[config.mk]
export PLATFORM = sky130hd
export DESIGN_NAME = inv_mix_columns
export DESIGN_NICKNAME = d
export VERILOG_FILES = /design/src/rtl/aes_pkg.sv /design/src/rtl/inv_calculate_column.sv /design/src/rtl/inv_mix_columns.sv
export SDC_FILE = /design/constraint.sdc
export NUM_CORES = 1
export LEC_CHECK = 0
export BUFFER_PORTS_ARGS = -buffer_cell sky130_fd_sc_hd__buf_4
export CORE_MARGIN = 1.5
export CORE_UTILIZATION = 35
export CTS_CLUSTER_SIZE = 24
export DETAILED_ROUTE_END_ITERATION = 12
export PLACE_DENSITY = 0.62
export SYNTH_ARGS = -nofsm -noshare
export SYNTH_HDL_FRONTEND = slang
export SYNTH_HIERARCHICAL = 1
export SYNTH_SLANG_ARGS = --single-unit
[constraint.sdc]
create_clock -name pi_clk -period 8.95 [get_ports pi_clk]
set_input_delay 0.4475 -clock pi_clk [delete_from_list [all_inputs] [get_ports pi_clk]]
set_output_delay 0.4475 -clock pi_clk [all_outputs]
set_load 0.01 [all_outputs]
[src/rtl/aes_pkg.sv]
// Shared AES definitions for the InvMixColumns datapath: FSM states, GF(2^8) constants, xtime helper.
package aes_pkg;

    localparam int unsigned BYTE_W  = 8;
    localparam int unsigned COL_W   = 32;
    localparam int unsigned STATE_W = 128;
    localparam int unsigned COL_IDX_W = 2;

    typedef enum logic [1:0] {
        IDLE = 2'd0,
        CALC = 2'd1,
        DONE = 2'd2
    } fsm_t;

    // Inverse MixColumns row 0 coefficients; the other rows are rotations of this one.
    localparam logic [BYTE_W-1:0] INV_COEF_0E = 8'h0e;
    localparam logic [BYTE_W-1:0] INV_COEF_0B = 8'h0b;
    localparam logic [BYTE_W-1:0] INV_COEF_0D = 8'h0d;
    localparam logic [BYTE_W-1:0] INV_COEF_09 = 8'h09;

    // Low byte of the reduction polynomial x^8+x^4+x^3+x+1.
    localparam logic [BYTE_W-1:0] GF_POLY = 8'h1b;

    function automatic logic [BYTE_W-1:0] xtime(input logic [BYTE_W-1:0] b);
        xtime = {b[BYTE_W-2:0], 1'b0} ^ (b[BYTE_W-1] ? GF_POLY : 8'h00);
    endfunction

endpackage

[src/rtl/inv_calculate_column.sv]
// Combinational InvMixColumns of one 32-bit column (row r in bits [8r+7:8r]).
module inv_calculate_column
    import aes_pkg::*;
(
    input  logic [COL_W-1:0] col,
    output logic [COL_W-1:0] mixed
);

    // Multiply by one of the four inverse coefficients using a shared xtime chain.
    function automatic logic [BYTE_W-1:0] gf_mul(input logic [BYTE_W-1:0] b,
                                                 input logic [BYTE_W-1:0] k);
        logic [BYTE_W-1:0] x2;
        logic [BYTE_W-1:0] x4;
        logic [BYTE_W-1:0] x8;
        logic [BYTE_W-1:0] r;
        x2 = xtime(b);
        x4 = xtime(x2);
        x8 = xtime(x4);
        r  = 8'h00;
        case (k)
            INV_COEF_09: r = x8 ^ b;
            INV_COEF_0B: r = x8 ^ x2 ^ b;
            INV_COEF_0D: r = x8 ^ x4 ^ b;
            INV_COEF_0E: r = x8 ^ x4 ^ x2;
            default:     r = 8'h00;
        endcase
        gf_mul = r;
    endfunction

    logic [BYTE_W-1:0] b [4];

    for (genvar i = 0; i < 4; i++) begin : g_split
        assign b[i] = col[i*BYTE_W +: BYTE_W];
    end

    // Row r applies {0e,0b,0d,09} starting at byte r, wrapping around the column.
    for (genvar r = 0; r < 4; r++) begin : g_row
        assign mixed[r*BYTE_W +: BYTE_W] = gf_mul(b[r],           INV_COEF_0E)
                                         ^ gf_mul(b[(r + 1) % 4], INV_COEF_0B)
                                         ^ gf_mul(b[(r + 2) % 4], INV_COEF_0D)
                                         ^ gf_mul(b[(r + 3) % 4], INV_COEF_09);
    end

endmodule

[src/rtl/inv_mix_columns.sv]
// AES InvMixColumns over a full 128-bit state, one column per clock through a shared column unit.
module inv_mix_columns
    import aes_pkg::*;
(
    input  logic               pi_clk,
    input  logic               pi_rst,
    input  logic               pi_in_valid,
    output logic               po_in_ready,
    input  logic [STATE_W-1:0] pi_state,
    output logic               po_out_valid,
    input  logic               pi_out_ready,
    output logic [STATE_W-1:0] po_state,
    output logic               po_busy
);

    fsm_t                 state;
    logic [STATE_W-1:0]   cap;
    logic [COL_IDX_W-1:0] col_cnt;
    logic                 issued;
    logic [COL_W-1:0]     col_q;
    logic [COL_IDX_W-1:0] col_q_idx;
    logic                 col_q_vld;
    logic [COL_W-1:0]     col_res;

    inv_calculate_column u_col (
        .col   (col_q),
        .mixed (col_res)
    );

    // Column fetch is registered one stage ahead of the write-back, so CALC spans five edges.
    always_ff @(posedge pi_clk or posedge pi_rst) begin
        if (pi_rst) begin
            state        <= IDLE;
            cap          <= '0;
            col_cnt      <= '0;
            issued       <= 1'b0;
            col_q        <= '0;
            col_q_idx    <= '0;
            col_q_vld    <= 1'b0;
            po_state     <= '0;
            po_in_ready  <= 1'b1;
            po_out_valid <= 1'b0;
            po_busy      <= 1'b0;
        end else begin
            col_q_vld <= 1'b0;
            if (col_q_vld) begin
                po_state[{col_q_idx, 5'd0} +: COL_W] <= col_res;
            end
            case (state)
                IDLE: begin
                    if (pi_in_valid) begin
                        cap         <= pi_state;
                        col_cnt     <= '0;
                        issued      <= 1'b0;
                        state       <= CALC;
                        po_in_ready <= 1'b0;
                        po_busy     <= 1'b1;
                    end
                end
                CALC: begin
                    if (!issued) begin
                        col_q     <= cap[{col_cnt, 5'd0} +: COL_W];
                        col_q_idx <= col_cnt;
                        col_q_vld <= 1'b1;
                        col_cnt   <= col_cnt + 2'd1;
                        if (col_cnt == 2'd3) begin
                            issued <= 1'b1;
                        end
                    end else begin
                        state        <= DONE;
                        po_out_valid <= 1'b1;
                    end
                end
                DONE: begin
                    if (pi_out_ready) begin
                        state        <= IDLE;
                        po_out_valid <= 1'b0;
                        po_in_ready  <= 1'b1;
                        po_busy      <= 1'b0;
                    end
                end
                default: begin
                    state        <= IDLE;
                    po_out_valid <= 1'b0;
                    po_in_ready  <= 1'b1;
                    po_busy      <= 1'b0;
                end
            endcase
        end
    end

endmodule
==> qor.txt <==
Register bit total from synthesis = 299
Post-synth top area cell = dfrtp_1
Chip Height = 203 um
Drt pass-1 iters = 4
Worst Setup SP = col_q[21]
Area after DPL = 0.0164 sq mm
Clk buf depth = 3
# DRC = 0
Clk_lat worst skew = 0.53 ns
Critical Path End Type = flip-flop
Dominant synthesized flop cell = dfrtp_1
Hold_buf cts = 0
Finished Layout Cells = 1,792
CTS Buf Count = 35
GRT overflow = 0
Worst Skew = 0.0146 ns
Placed cell count = 1,734
Final setup viols = 0
Pins over their slew limit = 0
DRT Wirelength = 39,100 um
RSZ-0062 raised after global routing = false
CP max FO = 9
Core area = 0.0395 sq mm
Vias in the first global route = 9,603
Routed Antenna Nets = 0
Full die area = 0.0412 sq mm
Worst r2r src = col_q[21]
Tcrit/Tclk final = 0.316
# diodes = 0
Initial antenna violation count = 3
Hold Crit Class = primary input to async pin
Gr usage total = 0.193
Postcts setup bufs = 0
DR vias/cell = 5.06
Mapped Nets = 1,148
GP Congestion = 0.830
H-tree Lvls = 2
Max cap viols = 0
Post-DP HPWL = 27,100 um
Mapped Cells = 1,010
Max-slew headroom = 0.235
Via count = 9,075
Fmax = 0.354 GHz
Seq/Total Area, Yosys = 0.535
Clock sinks = 299
Required time worst endpoint = 9.36 ns
Layout cells sized above 1 = 0.378
Iter 0 DRT Violations = 523
Ranking of synthesized cells by area = dfrtp_1, mux2_2, a22o_1, xnor2_1, mux2i_1
Setup crit start kind = flip-flop
Worst slew pin tran = 1.14 ns
EDFF count, synth = 0
Initial core utilization = 0.354
Final-report hold violation count = 0
Post-route cell area = 0.0176 sq mm
Yosys warns = 6
Clock root cell = clkbuf_16
Syn Area/Cell = 13.8 sq um
Io pins = 263
Area Overhead vs Synth = 25.7%
Post-synth ARST share = 1.00
# resized after CTS = 0
Synth top area share = 0.533
Worst EP arrival = 3.23 ns
Post-route setup TNS = 0 ns
CTS tree = built
Cell row count = 73
First-pass GRT wire length = 60,600 um
Clk pin slew, worst setup/hold paths = 0.06 ns
Most frequent cell after synthesis = dfrtp_1
Crit path kind = flip-flop to flip-flop
Fin crit period = 2.83 ns
Most frequent cells after synthesis = dfrtp_1, a22o_1, mux2_2, xnor2_1, mux2i_1
Drt wl/cell = 21.8 um
Post-synth cell types = 42
Status = finished, final reports clean
Nets = 1,384
Port bufs = 262
Cell Area, Synth = 0.0140 sq mm
Die X = 203 um
Pin count of the biggest net entering global routing = 164
critical path, stage by stage, from the launching register on:
cell,delay (ns)
dfrtp_1,0.77
xnor3_1,0.48
xor3_1,0.31
xor2_1,0.31
xnor3_1,0.56
a22o_1,0.27
final timing paths:
path | to | slack (ns) | cells past startpoint
max | po_state[123] | 6.12 | 5
min | col_q_idx[1] | 0.09 | 2
max reg2reg | po_state[123] | 6.12 | 5
min reg2reg | cap[45] | 0.50 | 1
max in group asynchronous | cap[74] | 7.43 | 3
min in group pi_clk | state[1] | 0.12 | 2
cell type report:
type / instances / area, sq um
tap: 525 / 657
multi-input combinational: 627 / 6140
sequential: 299 / 7490
timing repair buffer: 274 / 2070
fill: 3622 / 22000
clock buffer: 52 / 1070
clock inverter: 6 / 123
inverter: 9 / 41.3
sequential cells by signal, summed over array words and instances, names as in the netlist, 2 cells and up:
register   count
state          2
col_cnt        2
cap          128
po_state     128
col_q_idx      2
col_q         32
per-layer routing:
metal / vias to the layer above / routed length [um] / track usage
li1: 4120 / - / -
met1: 4630 / 17400 / 0.261
met2: 276 / 18000 / 0.304
met3: 45 / 3070 / 0.0571
met4: 4 / 651 / 0.0458
met5: - / 27 / 0
through the flow:
step | setup slack [ns] | hold WS [ns] | utilization
6_report | 6.12 | 0.0868 | 0.445
3_3_place_gp | 5.89 | 0.484 | 0.415
4_1_cts | 6.13 | 0.0919 | 0.445
5_1_grt | 5.99 | 0.119 | 0.445
3_5_place_dp | 6.15 | 0.489 | 0.415
2_1_floorplan | 0.243 | 0.451 | -
cell families (layout without fill, tap and decap cells):
| family | after synthesis | after routing | share of synthesized area |
|---|---|---|---|
| fa+ha+maj | 6 | 6 | 0.00537 |
| flops | 299 | 299 | 0.535 |
| simple gates | 58 | 58 | 0.0205 |
| xor+xnor | 196 | 196 | 0.155 |
| mux | 192 | 192 | 0.149 |
| compound gates | 175 | 175 | 0.106 |
| buf+inv | 84 | 341 | 0.0285 |
cells in the final DEF, fill, tap and decap left out, drive strengths merged, types with 10 or more instances in the layout:
cell type,n
clkbuf,52
a22o,128
xor2,38
dfrtp,298
mux2i,64
xnor3,27
o221ai,32
nand2,40
buf,274
xnor2,129
inv,10
mux2,128
Power is not shown: default switching activity piles up to over one toggle a cycle in this logic, so the estimate is an artifact.
